===== config.mk =====
export PLATFORM = sky130hd
export DESIGN_NAME = opb_slave_bank_ctrl
export DESIGN_NICKNAME = d
export VERILOG_FILES = /design/src/rtl/opb_slave_bank_ctrl.sv
export SDC_FILE = /design/constraint.sdc
export NUM_CORES = 1
export LEC_CHECK = 0
export BUFFER_PORTS_ARGS = -buffer_cell sky130_fd_sc_hd__buf_2
export CORE_MARGIN = 2
export CORE_UTILIZATION = 45
export CTS_CLUSTER_SIZE = 20
export DETAILED_ROUTE_END_ITERATION = 10
export PLACE_DENSITY = 0.89
export SYNTH_ARGS = -nofsm -noshare
export SYNTH_HDL_FRONTEND = slang
export SYNTH_SLANG_ARGS = --single-unit

===== constraint.sdc =====
create_clock -name OPB_Clk -period 5.26 [get_ports OPB_Clk]
set_input_delay 0 -clock OPB_Clk [delete_from_list [all_inputs] [get_ports OPB_Clk]]
set_output_delay 0 -clock OPB_Clk [all_outputs]
set_load 0.02 [all_outputs]

===== src/rtl/opb_slave_bank_ctrl.sv =====
// Shares one OPB slave attachment between C_NUM_SLAVES register slaves.
// Decodes the address and selects one slave. Ack and data go back registered. A silent slave ends in errAck.
module opb_slave_bank_ctrl #(
  parameter int unsigned C_NUM_SLAVES = 4,
  parameter logic [31:0] C_BASEADDR   = 32'h01188000,
  parameter logic [31:0] C_SLAVE_SPAN = 32'h00000100,
  parameter int unsigned C_TIMEOUT    = 16
) (
  input  logic                      OPB_Clk,
  input  logic                      OPB_Rst,
  input  logic [0:31]               OPB_ABus,
  input  logic                      OPB_RNW,
  input  logic                      OPB_select,
  input  logic                      OPB_seqAddr,
  output logic [0:31]               Sl_DBus,
  output logic                      Sl_xferAck,
  output logic                      Sl_errAck,
  output logic                      Sl_retry,
  output logic                      Sl_toutSup,
  output logic [C_NUM_SLAVES-1:0]   S_select,
  input  logic [32*C_NUM_SLAVES-1:0] S_DBus,
  input  logic [C_NUM_SLAVES-1:0]   S_xferAck,
  input  logic [C_NUM_SLAVES-1:0]   S_toutSup,
  output logic [1:0]                o_dbg_state
);

  localparam int unsigned IDXW    = (C_NUM_SLAVES > 1) ? $clog2(C_NUM_SLAVES) : 1;
  localparam int unsigned C_SHIFT = $clog2(C_SLAVE_SPAN);
  localparam logic [31:0] C_RANGE = 32'(C_NUM_SLAVES) * C_SLAVE_SPAN;
  localparam logic [7:0]  C_TO    = 8'(C_TIMEOUT);

  typedef enum logic [1:0] {
    ST_IDLE   = 2'd0,
    ST_ACTIVE = 2'd1,
    ST_GAP    = 2'd2
  } state_t;

  state_t                  r_state, w_state_nxt;
  logic [IDXW-1:0]         r_idx, w_idx_nxt;
  logic [7:0]              r_cnt, w_cnt_nxt;
  logic [C_NUM_SLAVES-1:0] r_sel, w_sel_nxt;
  logic [31:0]             r_dbus, w_dbus_nxt;
  logic                    r_xack, w_xack_nxt;
  logic                    r_eack, w_eack_nxt;
  logic                    r_tsup, w_tsup_nxt;

  logic [31:0]             w_addr, w_off, w_idx_full, w_cur_data;
  logic                    w_hit, w_cur_ack, w_cur_sup;
  logic [IDXW-1:0]         w_dec_idx;
  logic [C_NUM_SLAVES-1:0] w_dec_sel;
  logic                    w_unused;

  // The offset compare alone rejects addresses below the base, because those wrap to huge offsets.
  assign w_addr     = OPB_ABus;
  assign w_off      = w_addr - C_BASEADDR;
  assign w_hit      = (w_addr >= C_BASEADDR) && (w_off < C_RANGE);
  assign w_idx_full = w_off >> C_SHIFT;
  assign w_dec_idx  = w_idx_full[IDXW-1:0];
  assign w_cur_ack  = S_xferAck[r_idx];
  assign w_cur_sup  = S_toutSup[r_idx];
  assign w_cur_data = S_DBus[32*r_idx +: 32];
  assign w_unused   = &{1'b0, OPB_seqAddr, w_idx_full};

  always_comb begin
    for (int k = 0; k < int'(C_NUM_SLAVES); k++) begin
      w_dec_sel[k] = (w_dec_idx == IDXW'(k));
    end
  end

  always_comb begin
    w_state_nxt = r_state;
    w_idx_nxt   = r_idx;
    w_cnt_nxt   = r_cnt;
    w_sel_nxt   = r_sel;
    w_dbus_nxt  = '0;
    w_xack_nxt  = 1'b0;
    w_eack_nxt  = 1'b0;
    w_tsup_nxt  = 1'b0;
    case (r_state)
      ST_IDLE: begin
        w_sel_nxt = '0;
        if (OPB_select && w_hit) begin
          w_idx_nxt   = w_dec_idx;
          w_cnt_nxt   = '0;
          w_sel_nxt   = w_dec_sel;
          w_state_nxt = ST_ACTIVE;
        end
      end
      ST_ACTIVE: begin
        if (!OPB_select) begin
          w_sel_nxt   = '0;
          w_state_nxt = ST_IDLE;
        end else if (w_cur_ack) begin
          w_xack_nxt  = 1'b1;
          w_dbus_nxt  = OPB_RNW ? w_cur_data : 32'h0;
          w_sel_nxt   = '0;
          w_state_nxt = ST_GAP;
        end else if (w_cur_sup) begin
          w_tsup_nxt  = 1'b1;
        end else if (r_cnt >= C_TO) begin
          // The counter has spent one full cycle at the limit with no ack.
          w_eack_nxt  = 1'b1;
          w_sel_nxt   = '0;
          w_state_nxt = ST_GAP;
        end else if (r_cnt != 8'hFF) begin
          w_cnt_nxt   = r_cnt + 8'd1;
        end
      end
      ST_GAP: begin
        w_sel_nxt   = '0;
        w_state_nxt = ST_IDLE;
      end
      default: begin
        w_sel_nxt   = '0;
        w_state_nxt = ST_IDLE;
      end
    endcase
  end

  always_ff @(posedge OPB_Clk) begin
    if (OPB_Rst) begin
      r_state <= ST_IDLE;
      r_idx   <= '0;
      r_cnt   <= '0;
      r_sel   <= '0;
      r_dbus  <= '0;
      r_xack  <= 1'b0;
      r_eack  <= 1'b0;
      r_tsup  <= 1'b0;
    end else begin
      r_state <= w_state_nxt;
      r_idx   <= w_idx_nxt;
      r_cnt   <= w_cnt_nxt;
      r_sel   <= w_sel_nxt;
      r_dbus  <= w_dbus_nxt;
      r_xack  <= w_xack_nxt;
      r_eack  <= w_eack_nxt;
      r_tsup  <= w_tsup_nxt;
    end
  end

  assign Sl_DBus     = r_dbus;
  assign Sl_xferAck  = r_xack;
  assign Sl_errAck   = r_eack;
  assign Sl_retry    = 1'b0;
  assign Sl_toutSup  = r_tsup;
  assign S_select    = r_sel;
  assign o_dbg_state = r_state;

endmodule


==> flow_summary_export.csv <==
group,metric,value,unit
synthesis,synth_common_cells,"51 x dfxtp_1, 34 x and3_1, 34 x mux4_2",
layout,nets,652,
synthesis,synth.top_cell.area_share,33.8,%
timing,clock_skew,0.00605,ns
synthesis,synthTopCellsByArea,"dfxtp_1 34%, mux4_2 25%, and3_1 7.0%",
detailed_routing,dr.first_iter.drc_count,182,
run_status,status,"complete, no violations",
clock_network,root_buffer,"clkbuf_8",
synthesis,seq_area_frac_synth,33.8,%
floorplan,io-pin-count,215,
synthesis,synth_edf_count,0,
global_route,grt_pass1_vias,3149,
synthesis,synth_area_per_cell,10.7,um2
clock_network,cts_setup_buffers,0,
timing,finalSetupViolCount,0,
floorplan,die_area,7380,um2
synthesis,synth_seq_cells,51,
layout,layout.area.seq,1020,um2
synthesis,yosys_warnings,0,
global_route,grt.total_usage,26.7,%
clock_network,cts_made_buffers,5,
floorplan,core,6420,um2
synthesis,yosys.cell_count.top_type,"dfxtp_1",
job,cap_viol_max_count,0,
timing,post-route-period-util,57.5,%
placed_design,gp_congestion,0.926,
layout,diodes,0,
timing,rsz0062_at_grt,"no",
synthesis,synth_top_flop_cell,"dfxtp_1",
global_route,grt_antenna_before_repair,0,
power,finalPower,806,uW
setup_path,end_kind,"flop",
setup_path,worst_ep_arrival_time,3.21,ns
clock_network,cts_tree,"built",
detailed_routing,routed_wl,10.5,mm
detailed_routing,first_pass_iters,4,
clock_network,insertion_delay,0.31,ns
global_route,grt_overflow,0,
layout,design_area,4200,um2
timing,hold_violations,0,
detailed_routing,avgViaCountPerCell,5.71,
setup_path,crit_required,5.45,ns
layout,utilization,65.4,%
timing,max_freq,331,MHz
clock_network,clk_pin_slew,0.10,ns
layout,syn2layout_area_growth,39.0,%
timing,worst_pin_slew,1.16,ns
timing,holdWs,0.0104,ns
global_route,grt_max_degree,36,
setup_path,crit_type,"reg -> reg",
detailed_routing,route.vias.total,3164,
synthesis,synth.distinct_cells,54,
synthesis,syn-cell-area,3020,um2
clock_network,cts.path.max_buffers,2,
detailed_routing,drc,0,
synthesis,yosysTopAreaCell,"dfxtp_1",
timing,period_needed,3.02,ns
clock_network,cts_sinks,51,
detailed_routing,ant_nets,0,
floorplan,die_width,85.9,um
detailed_routing,wl_per_cell,18.9,um
placed_design,dpl_cell_area,4060,um2
synthesis,syn-num-nets,459,
synthesis,async_flop_share,0,%
floorplan,num_rows,29,
power,irDropWorstVdd,0.131,mV
layout,drive_above_1_share,54.1,%
clock_network,post_cts_resized,0,
synthesis,postSynthCellCount,283,
placed_design,numPortBuffers,204,
worst_hold_path,hold_path.class,"in -> reg",
power,power_density,192,nW/um2
clock_network,ctsHoldBuffers,2,
placed_design,dp_hpwl,8.27,mm
global_route,grt_pass1_wl,15.4,mm
timing,final_max_slew_viol_count,0,
layout,multi_input_comb_area,1880,um2
clock_network,htreeDepth,2,
setup_path,critPathLaunchType,"flop",
layout,nFillCells,552,
timing,relSlewSlack,22.9,%
floorplan,start_util,47.0,%
power,p_leak,2.00,nW
timing,setup_tns,0,ns
floorplan,fp.dieH,85.9,um
setup_path,crit_fanout,35,
[state kept, by name, indices dropped and copies added (netlist names)]
| signal | flops |
|---|---|
| r_cnt | 8 |
| Sl_DBus | 32 |
| S_select | 4 |
| Sl_errAck | 1 |
| Sl_xferAck | 1 |
| Sl_toutSup | 1 |
| o_dbg_state | 2 |
| r_idx | 2 |
[stage by stage]
step | std cells | setup WS, ns
finish | 554 | 2.24
global route | 554 | 1.97
CTS | 554 | 2.21
global placement | 544 | 2.37
detailed placement | 544 | 2.25
floorplan | 283 | 2.98
[cell families after synthesis]
logic type                 Yosys count  share of synthesized area (%)
and+or+nand+nor                    122                           25.3
DFF                                 51                           33.8
AOI/OAI and AO/OA                   42                           9.74
muxes                               34                           25.4
buffers and inverters               28                           3.85
adders and majority gates            3                           1.24
xor gates and xnor gates             2                          0.580
other                                1                          0.124
[power by group]
part	internal [mW]	switching, mW	leakage [nW]
Combinational	0.0734	0.0537	1.52
Sequential	0.386	0.0000000481	0.411
Clock	0.157	0.136	0.0618
[final timing paths]
kind                         end  slack (ns)        start  cells after the start
setup / recovery        r_cnt[3]        2.24     r_idx[0]                      6
hold / removal    o_dbg_state[1]        0.01   OPB_select                      3
setup reg to reg        r_cnt[3]        2.24     r_idx[0]                      6
hold reg to reg      S_select[2]        0.47  S_select[2]                      2
[per-layer routing]
metal  GRT usage, %  up-vias  wire length (um)
met1           31.0     1480              3820
met3           5.20       23               848
met4           8.95        0               252
met5              0        -                 0
met2           48.8      176              5550
li1               -     1485                 -
[critical path, cell delays in order (launching register included)]
cell and delay, ns:
dfxtp_2 1.10, mux4_2 0.66, o21bai_1 0.18, a21oi_1 0.22
and2_1 0.27, a21boi_4 0.33, a311oi_1 0.14
[area by class of cell]
class,instances,area share (%)
Tap cell,77,2.30
Timing Repair Buffer,207,25.0
Clock inverter,2,0.924
Sequential cell,51,24.4
Clock buffer,6,1.97
Inverter,7,0.626
Multi-Input combinational cell,204,44.9
[cell usage in the layout, fill, tap and decap left out, drive strengths merged, types with 2 or more instances in the layout]
cell type    Yosys  routed
nor4             4       4
o221ai           2       2
or3              2       2
dfxtp           51      51
nor2            15      15
dlygate4sd3      0       2
xnor2            2       2
nand4            4       4
inv              7       8
nor4b            6       6
clkbuf          15       6
o2111ai          2       2
or4              3       3
nand3            8       8
a21oi           12      12
nor2b            3       3
and2             3       3
nor3b            5       5
nand2           15      15
nand2b           4       4
nor3             6       6
o21ai            9       9
ha               3       3
and3            34      34
mux4            34      34
or2              3       3
o31ai            2       2
nand4b           5       5
buf              6     205
No activity file was read; power rests on OpenSTA's default activity.
